[src/rtl/diag_bus_app.sv]
// diag_bus_app: bus diagnostic app with scratch, patterns, counters and loopback FIFO.
// Define DIAG_LFSR_EN to map a 16-bit LFSR at window offset 0x22.
module diag_bus_app #(
  parameter int DATA_W      = 16,
  parameter int AB_W        = 8,
  parameter int BASE_ADDR   = 0,
  parameter int NUM_SCRATCH = 4,
  parameter int FIFO_DEPTH  = 16
) (
  input  logic              xclk,
  input  logic              reset,
  input  logic              write_qualified,
  input  logic              read_qualified,
  input  logic [AB_W-1:0]   ab,
  input  logic [DATA_W-1:0] db_in,
  output logic [DATA_W-1:0] db_out_DA,
  output logic              data_from_DA_avail
);

  localparam int CW = 2 * DATA_W;
  localparam int PW = $clog2(FIFO_DEPTH);
  localparam logic [AB_W:0] BASE = (AB_W+1)'(BASE_ADDR);
  localparam logic [AB_W:0] WIN = (AB_W+1)'(64);
  localparam logic [PW:0] DEPTH = (PW+1)'(FIFO_DEPTH);
  localparam logic [DATA_W-1:0] ONES = '1;

  function automatic logic [DATA_W-1:0] nib_pat(input logic [7:0] b);
    logic [DATA_W-1:0] p;
    p = '0;
    for (int i = 0; i < DATA_W; i++) p[i] = b[i[2:0]];
    return p;
  endfunction

  localparam logic [DATA_W-1:0] PAT_A5 = nib_pat(8'hA5);
  localparam logic [DATA_W-1:0] PAT_5A = nib_pat(8'h5A);

  logic [AB_W:0]   rel;
  logic            in_win;
  logic            wr;
  logic            rd;
  logic [5:0]      off;

  assign rel    = {1'b0, ab} - BASE;
  assign in_win = rel < WIN;
  assign off    = rel[5:0];
  assign wr     = write_qualified & in_win;
  assign rd     = read_qualified & in_win;

  logic [DATA_W-1:0] scr_q [NUM_SCRATCH];
  logic [DATA_W-1:0] scr_d [NUM_SCRATCH];
  logic [DATA_W-1:0] scr_x;
  logic [CW-1:0]     cyc_q, cyc_d;
  logic [DATA_W-1:0] snap_q, snap_d;
  logic [DATA_W-1:0] acc_q, acc_d;
  logic [DATA_W-1:0] mem_q [FIFO_DEPTH];
  logic [PW-1:0]     rd_ptr_q, rd_ptr_d;
  logic [PW-1:0]     wr_ptr_q, wr_ptr_d;
  logic [PW:0]       cnt_q, cnt_d;
  logic              ovf_q, ovf_d;
  logic              unf_q, unf_d;
  logic [DATA_W-1:0] dout_q, dout_d;
  logic              avail_q, avail_d;

  logic              empty, full;
  logic              do_push, do_pop;
  logic              push_ok, pop_ok;
  logic [15:0]       stat;
  logic [DATA_W-1:0] rdata;
  logic              rmap;

  assign empty   = cnt_q == '0;
  assign full    = cnt_q == DEPTH;
  assign do_push = wr & (off == 6'h20);
  assign do_pop  = rd & (off == 6'h20);
  // A pop frees the slot that a same-cycle push into a full FIFO uses
  assign pop_ok  = do_pop & ~empty;
  assign push_ok = do_push & (~full | pop_ok);
  assign stat    = {ovf_q, unf_q, full, empty, 12'(cnt_q)};

`ifdef DIAG_LFSR_EN
  logic [15:0] lfsr_q, lfsr_d;
  logic        lfsr_fb;

  assign lfsr_fb = lfsr_q[0] ^ lfsr_q[2] ^ lfsr_q[3] ^ lfsr_q[5];

  always_comb begin
    lfsr_d = lfsr_q;
    if (wr && off == 6'h22) begin
      lfsr_d = (db_in[15:0] == 16'h0000) ? 16'h0001 : db_in[15:0];
    end else if (rd && off == 6'h22) begin
      lfsr_d = {lfsr_fb, lfsr_q[15:1]};
    end
  end

  always_ff @(posedge xclk) begin
    if (reset) lfsr_q <= 16'hACE1;
    else       lfsr_q <= lfsr_d;
  end
`endif

  always_comb begin
    scr_x = '0;
    for (int i = 0; i < NUM_SCRATCH; i++) scr_x ^= scr_q[i];
  end

  always_comb begin
    rdata = ONES;
    rmap  = 1'b0;
    for (int i = 0; i < NUM_SCRATCH; i++) begin
      if (off == 6'(i)) begin
        rdata = scr_q[i];
        rmap  = 1'b1;
      end
    end
    case (off)
      6'h10: begin rdata = scr_x;  rmap = 1'b1; end
      6'h11: begin rdata = '0;     rmap = 1'b1; end
      6'h12: begin rdata = ONES;   rmap = 1'b1; end
      6'h13: begin rdata = PAT_A5; rmap = 1'b1; end
      6'h14: begin rdata = PAT_5A; rmap = 1'b1; end
      6'h18: begin rdata = cyc_q[DATA_W-1:0]; rmap = 1'b1; end
      6'h19: begin rdata = snap_q; rmap = 1'b1; end
      6'h1A: begin rdata = acc_q;  rmap = 1'b1; end
      6'h20: begin
        rdata = empty ? ONES : mem_q[rd_ptr_q];
        rmap  = 1'b1;
      end
      6'h21: begin rdata = DATA_W'(stat); rmap = 1'b1; end
`ifdef DIAG_LFSR_EN
      6'h22: begin rdata = DATA_W'(lfsr_q); rmap = 1'b1; end
`endif
      default: ;
    endcase
  end

  always_comb begin
    scr_d = scr_q;
    for (int i = 0; i < NUM_SCRATCH; i++) begin
      if (wr && off == 6'(i)) scr_d[i] = db_in;
    end
    cyc_d = cyc_q + CW'(1);
    if (wr && off == 6'h18) cyc_d = '0;
    snap_d = snap_q;
    if (rd && off == 6'h18) snap_d = cyc_q[CW-1:DATA_W];
    acc_d = acc_q;
    if (wr && off == 6'h1A)  acc_d = db_in;
    else if (rd && !wr)      acc_d = acc_q + DATA_W'(1);
    else if (wr && !rd)      acc_d = acc_q - DATA_W'(1);
    rd_ptr_d = rd_ptr_q + PW'(pop_ok);
    wr_ptr_d = wr_ptr_q + PW'(push_ok);
    cnt_d    = cnt_q + (PW+1)'(push_ok) - (PW+1)'(pop_ok);
    ovf_d    = ovf_q | (do_push & ~push_ok);
    unf_d    = unf_q | (do_pop & empty);
    if (wr && off == 6'h21) begin
      ovf_d = 1'b0;
      unf_d = 1'b0;
    end
    dout_d  = dout_q;
    avail_d = avail_q;
    if (read_qualified) begin
      dout_d  = (in_win && rmap) ? rdata : ONES;
      avail_d = in_win & rmap;
    end
  end

  always_ff @(posedge xclk) begin
    if (reset) begin
      for (int i = 0; i < NUM_SCRATCH; i++) scr_q[i] <= '0;
      cyc_q    <= '0;
      snap_q   <= '0;
      acc_q    <= '0;
      rd_ptr_q <= '0;
      wr_ptr_q <= '0;
      cnt_q    <= '0;
      ovf_q    <= 1'b0;
      unf_q    <= 1'b0;
      dout_q   <= '0;
      avail_q  <= 1'b0;
    end else begin
      scr_q    <= scr_d;
      cyc_q    <= cyc_d;
      snap_q   <= snap_d;
      acc_q    <= acc_d;
      rd_ptr_q <= rd_ptr_d;
      wr_ptr_q <= wr_ptr_d;
      cnt_q    <= cnt_d;
      ovf_q    <= ovf_d;
      unf_q    <= unf_d;
      dout_q   <= dout_d;
      avail_q  <= avail_d;
    end
  end

  always_ff @(posedge xclk) begin
    if (!reset && push_ok) mem_q[wr_ptr_q] <= db_in;
  end

  assign db_out_DA          = dout_q;
  assign data_from_DA_avail = avail_q;

endmodule
[config.mk]
export PLATFORM = sky130hd
export DESIGN_NAME = diag_bus_app
export DESIGN_NICKNAME = d
export VERILOG_FILES = /design/src/rtl/diag_bus_app.sv
export SDC_FILE = /design/constraint.sdc
export NUM_CORES = 1
export LEC_CHECK = 0
export ABC_AREA = 1
export ABC_CLOCK_PERIOD_IN_PS = 4100
export CORE_MARGIN = 2
export CORE_UTILIZATION = 35
export DETAILED_ROUTE_END_ITERATION = 6
export GPL_TIMING_DRIVEN = 0
export HOLD_SLACK_MARGIN = 0.12
export SETUP_SLACK_MARGIN = 0.5
export SKIP_CTS_REPAIR_TIMING = 1
export SYNTH_ARGS = -nofsm -noshare
export SYNTH_HDL_FRONTEND = slang
export SYNTH_SLANG_ARGS = --single-unit
export TNS_END_PERCENT = 10
[constraint.sdc]
create_clock -name xclk -period 4.1 [get_ports xclk]
set_clock_uncertainty 0.05 [all_clocks]
set_input_delay 0.615 -clock xclk [delete_from_list [all_inputs] [get_ports xclk]]
set_output_delay 0.615 -clock xclk [all_outputs]
set_load 0.02 [all_outputs]
==> flow_summary.json, run 1 <==
{
  "status": "complete, no violations",
  "yosys_warnings": 0,
  "synth_top_family_by_area": "simple AND/OR/NAND/NOR gates",
  "tightest_slew_ns": 1.35,
  "p_sw_frac": 0.234,
  "pre_cts_slack_ns": 0.434,
  "min_period_ns": 3.09,
  "htree_num_levels": 2,
  "track_usage": 0.221,
  "ys_top_cells_by_area": "edfxtp_1 (38%), dfxtp_1 (16%), nand2_1 (13%)",
  "timing.fmax_ghz": 0.323,
  "synth.net_count": 2482,
  "synth_cell_types": 44,
  "grt_pass1_vias": 16200,
  "diodes": 0,
  "clock_path_buffers": 3,
  "drv_cap": 0,
  "cp-end-kind": "flip-flop",
  "p_int_mw": 7.00,
  "rsz0062_at_grt": "no",
  "min_path_type": "reg -> reg",
  "timing.critical_path.mode_cell": "nand2_1",
  "synth_area_mm2": 0.0200,
  "crit_buf_inv": 3,
  "fin_ws_ns": 1.01,
  "grt_max_degree": 22,
  "worstSetupPathType": "in -> reg",
  "path_cells": "clkdlybuf4s50_1 > nor2_1 > nand2_1 > nor2_1 > inv_1 > ha_1 > nand2_1 > o21ai_0 > a21oi_1 > or2_2 > nand3_1 > nand2_1 > inv_1",
  "period_share": 0.754,
  "synth-seq-area-share": 0.544,
  "required_ns": 4.56,
  "cpLargestDelayFamily": "simple AND/OR/NAND/NOR gates",
  "grt_pass1_wl_mm": 98.7,
  "cts_made_buffers": 46,
  "initial_core_util": 0.354,
  "synth-compound-area-share": 0.0725,
  "synth_seq_cells": 416,
  "fp.dieW_um": 243,
  "setup.worst_path.start_class": "input pin",
  "synth_edf_count": 256,
  "worstSkewPairLatency_ns": 0.60,
  "slew_viol_final": 0,
  "p_switching_mw": 2.13,
  "drt_first_iter_violations": 1576,
  "p_leak_nw": 9.61,
  "yosysMostFrequentCell": "nand2_1",
  "finalSetupViolCount": 0,
  "clkSlewWorstSetupHoldPaths_ns": 0.06,
  "synthSimpleGateAreaFrac": 0.269,
  "synth_ff_type": "edfxtp_1",
  "ant_nets": 0,
  "pwr-share-seq": 0.491,
  "design.final.nets": 2587,
  "syn2layout_area_growth_pct": 15.6,
  "cts.sinks": 416,
  "die_area_mm2": 0.0591,
  "vias": 16900,
  "finalHoldViolCount": 0,
  "cts_tree": "built",
  "yosysTopAreaCell": "edfxtp_1",
  "power.total_mw": 9.13,
  "gp_congestion": 0.947,
  "postSynthAreaPerCell_um2": 8.24,
  "p_comb_frac": 0.058,
  "synth.area.mux_share": 0,
  "gr-total-overflow": 0,
  "die_h_um": 243,
  "power_frac_clock": 0.451,
  "core_area_mm2": 0.0565,
  "max_stage_delay_ns": 0.49,
  "io_pins": 45,
  "antenna_found_initial": 3,
  "cts_root_buf": "clkbuf_16",
  "via_per_inst": 5.09,
  "rows": 87,
  "drc": 0,
  "synth_common_cells": "nand2_1 (670), nor2_1 (272), inv_1 (257), edfxtp_1 (256), nand3_1 (244)",
  "yosysTopAreaCellShare": 0.384,
  "crit_path_max_fanout": 16,
  "numPortBuffers": 41,
  "synthArstFlopShare": 0,
  "wl_per_cell_um": 19.9,
  "powerDensity_mw_per_mm2": 395,
  "hpwlAfterDp_mm": 47.5,
  "synth_fa_ha_area_frac": 0.0176,
  "crit_slowest_cell": "ha_1",
  "drive_gt1_frac": 0.0736,
  "critical_path_arrival_ns": 3.56,
  "synth_xor_area_frac": 0.0236,
  "relSlewSlack": 0.0980,
  "final.fill_count": 5684,
  "ir_drop_v": 0.000324,
  "first_pass_iters": 6,
  "netlist_instances": 2427,
  "routed_wl_mm": 66.2
}
worst register-to-register path, stage by stage (launching register included):
cell	delay (ns)
dfxtp_1	0.35
inv_1	0.08
clkbuf_1	0.41
clkbuf_1	0.47
nand2_1	0.10
nand3_1	0.09
nand3_1	0.19
nand3_1	0.15
nand3_1	0.14
nand2_1	0.13
nand2_1	0.07
nor2_1	0.33
nor2_1	0.07
path summary, 6_finish.rpt:
check,from,end,slack [ns],cells past startpoint
worst max-delay path,ab[6],acc_q[8]$_SDFFE_PP0P_,1.01,13
worst min-delay path,ovf_q$_SDFF_PP0_,ovf_q$_SDFF_PP0_,0.42,2
worst max register to register,rd_ptr_q[0]$_SDFF_PP0_,db_out_DA[8]$_SDFFE_PP0P_,1.34,12
worst min register to register,ovf_q$_SDFF_PP0_,ovf_q$_SDFF_PP0_,0.42,2
metal layers:
metal,vias up,global-route usage,wire length (um)
met4,0,0.106,3160
met2,716,0.354,30100
met5,-,0,0
li1,8122,-,-
met1,7937,0.287,27700
met3,147,0.0450,5370
state kept, by name, summed over array words and instances, names as in the netlist:
register / count
data_from_DA_avail: 1
unf_q: 1
rd_ptr_q: 4
snap_q: 16
cnt_q: 5
acc_q: 16
db_out_DA: 16
mem_q: 256
cyc_q: 32
wr_ptr_q: 4
scr_q: 64
ovf_q: 1
area by class of cell:
cell class	count	area, um^2	share of cell area
Clock inverter	26	275	0.0119
Timing Repair Buffer	57	647	0.0280
Sequential cell	416	10900	0.471
Multi-Input combinational cell	1643	7700	0.333
Buffer	101	453	0.0196
Inverter	267	1000	0.0434
Tap cell	756	946	0.0409
Clock buffer	58	1220	0.0526
cells by family after synthesis:
group,Yosys count
adders and majority gates,27
and+or+nand+nor,1279
DFF,416
xor gates and xnor gates,54
AOI/OAI and AO/OA,283
buffers and inverters,368
per-stage QoR:
stage	hold WS, ns	setup TNS (ns)	utilization	cell area [um^2]	std cells
2_1_floorplan	0.380	0	-	20000	2427
3_3_place_gp	0.392	-27.14	0.378	21400	3224
3_5_place_dp	0.408	0	0.383	21600	3240
4_1_cts	0.408	0	0.409	23100	3324
5_1_grt	0.441	0	0.409	23100	3324
6_report	0.420	0	0.409	23100	3324
cells in the final DEF, fill, tap and decap left out, types with 3 or more instances in the layout:
master	n
clkbuf_16	46
clkbuf_1	56
nor3b_1	5
o211ai_1	5
nand2_1	670
inv_1	257
clkinv_1	7
buf_1	15
xnor2_1	34
a31oi_1	3
edfxtp_1	256
xor2_1	20
or2_2	7
buf_8	15
nand2_2	13
nor4_1	5
clkdlybuf4s50_1	41
nor3_1	22
nor2_2	25
a21oi_1	114
nand4_1	12
o21ai_0	146
nor2_4	7
buf_6	4
inv_2	8
dfxtp_1	160
buf_2	35
o21ai_1	9
ha_1	25
nor2_1	256
clkinv_2	10
nand3_1	244
nand3b_1	4
bufinv_16	4
power groups by stage:
| stage | Combinational, mW | Sequential [mW] | Clock [mW] |
|---|---|---|---|
| floorplan | 0.288 | 4.58 | 0 |
| global placement | 0.519 | 4.58 | 0 |
| detailed placement | 0.525 | 4.58 | 0 |
| CTS | 0.527 | 4.49 | 4.19 |
| global route | 0.589 | 4.49 | 4.34 |
| finish | 0.529 | 4.49 | 4.11 |
No activity file was read; power rests on OpenSTA's default activity.
==> run 2, diff against run 1 <==
- ABC_CLOCK_PERIOD_IN_PS: 4100 -> 3100
- clock period: 4.1 -> 3.1 ns (I/O delays scaled with it)
==> run 2 against run 1 <==
Count of clock-buffer cells in the layout unchanged; clock power grew 32%; combinational power rose by 44%; sequential share of layout area is 0.77 points lower; power grew 33%; flip-flop and latch count did not move; die area unchanged; core utilization grew 0.69 points; routed wire length up 0.37%; first-iteration DRC count is 2.3% lower; final cell count up 0.45%; critical endpoint is now db_out_DA[8]$_SDFFE_PP0P_; largest cell class unchanged.
==> flow_summary.json, run 2 (synthesized netlist as in run 1, its figures left out) <==
{
  "clkSlewWorstSetupHoldPaths_ns": 0.06,
  "rsz0062_at_grt": "yes",
  "worstSkewPairLatency_ns": 0.60,
  "post-place-cells": 3240,
  "cts_root_buf": "clkbuf_16",
  "initial_core_util": 0.354,
  "hold_depth": 3,
  "largest_reg_flops": 256,
  "timing.fmax_ghz": 0.387,
  "drv_cap": 0,
  "relSlewSlack": 0.0827,
  "grt_max_degree": 22,
  "final_cells": 3339,
  "antenna_found_initial": 3,
  "track_usage": 0.221,
  "multi_input_area_mm2": 0.00795,
  "largestRegisters": "mem_q: 256 flops, scr_q: 64 flops, cyc_q: 32 flops",
  "wl_per_cell_um": 19.9,
  "regArea_mm2": 0.0109,
  "powerDensity_mw_per_mm2": 516,
  "numPortBuffers": 41,
  "cp-end-kind": "flip-flop",
  "setup.worst_path.start_class": "flip-flop",
  "placed_area_mm2": 0.0216,
  "finalHoldViolCount": 0,
  "finalSetupViolCount": 0,
  "ir_drop_v": 0.000428,
  "first_pass_iters": 6,
  "worstSetupPathType": "reg -> reg",
  "stdcell_area_mm2": 0.0235,
  "cts_made_buffers": 46,
  "die_h_um": 243,
  "grt_pass1_vias": 16200,
  "p_leak_nw": 9.77,
  "critical_path_arrival_ns": 3.00,
  "ant_nets": 0,
  "die_area_mm2": 0.0591,
  "fin_ws_ns": 0.518,
  "drt_first_iter_violations": 1540,
  "slew_viol_final": 0,
  "pre_cts_slack_ns": -0.416,
  "htree_num_levels": 2,
  "gr-total-overflow": 0,
  "rows": 87,
  "tightest_slew_ns": 1.37,
  "hpwlAfterDp_mm": 47.5,
  "required_ns": 3.52,
  "top_register": "mem_q",
  "r2r_cells": 9,
  "syn2layout_area_growth_pct": 17.6,
  "diodes": 0,
  "min_path_type": "in -> reg",
  "gp_congestion": 0.947,
  "design.final.nets": 2602,
  "final.fill_count": 5651,
  "vias": 17000,
  "via_per_inst": 5.09,
  "io_pins": 45,
  "routed_wl_mm": 66.5,
  "drc": 0,
  "min_period_ns": 2.58,
  "cts_tree": "built",
  "cts.sinks": 416,
  "drive_gt1_frac": 0.0968,
  "period_share": 0.833,
  "fp.dieW_um": 243,
  "clock_path_buffers": 3,
  "core_area_mm2": 0.0565,
  "status": "complete, no violations",
  "crit_path_max_fanout": 10,
  "grt_pass1_wl_mm": 98.7,
  "layout_commonest_cell": "nand2_1",
  "most-common-layout-cells": "nand2_1 (660), edfxtp_1 (256), inv_1 (254), nor2_1 (248), nand3_1 (244)"
}
==> run 2: changes by cell type in the layout (fill, tap and decap cells not counted), moves of 7 or more <==
cell     delta
ha_1       -11
nand2_1    -10
buf_4      +14
ha_4       +10
nor2_1      -8
nand2_2     +7
==> run 2: area by class of cell <==
class	instances	area share
sequential	416	0.463
multi-input combinational	1643	0.338
clock buffer	58	0.0517
inverter	267	0.0430
tap	756	0.0402
timing repair buffer	72	0.0330
buffer	101	0.0195
clock inverter	26	0.0117
==> run 2: through the flow <==
stage                     hold slack, ns   util  setup TNS (ns)  power [mW]
after floorplan                    0.380      -               0        6.44
after global placement             0.392  0.378         -248.01        6.74
after detailed placement           0.408  0.383          -36.35        6.75
after CTS                          0.258  0.409               0        12.2
after global routing               0.307  0.416               0        12.5
final                              0.298  0.416               0        12.1
==> run 2: final timing paths <==
| kind | from | to | slack, ns |
|---|---|---|---|
| worst max-delay path | rd_ptr_q[2]$_SDFF_PP0_ | db_out_DA[8]$_SDFFE_PP0P_ | 0.52 |
| worst min-delay path | read_qualified | db_out_DA[5]$_SDFFE_PP0P_ | 0.30 |
| worst max register to register | rd_ptr_q[2]$_SDFF_PP0_ | db_out_DA[8]$_SDFFE_PP0P_ | 0.52 |
| worst min register to register | ovf_q$_SDFF_PP0_ | ovf_q$_SDFF_PP0_ | 0.42 |
==> run 2: where the power goes <==
| part | switching [mW] | leakage [nW] | internal, mW |
|---|---|---|---|
| registers | 0.0371 | 3.60 | 5.90 |
| logic | 0.507 | 5.45 | 0.255 |
| clock network | 2.31 | 0.726 | 3.13 |
| total | 2.86 | 9.77 | 9.29 |
==> run 2: critical path, stage by stage (launching register included) <==
cell and delay [ns]:
dfxtp_1 0.31, clkbuf_1 0.38, buf_1 0.51, nand3_1 0.29, nand3_1 0.20, nand3_1 0.14, nand2_1 0.13, nand2_1 0.06
nor2_1 0.31, nor2_1 0.07
==> run 2: metal layers <==
layer | vias up | global-route usage | routed length, um
li1 | 8145 | - | -
met1 | 8022 | 0.287 | 28000
met4 | 0 | 0.106 | 3080
met2 | 680 | 0.354 | 30200
met5 | - | 0 | 0
met3 | 139 | 0.0450 | 5200
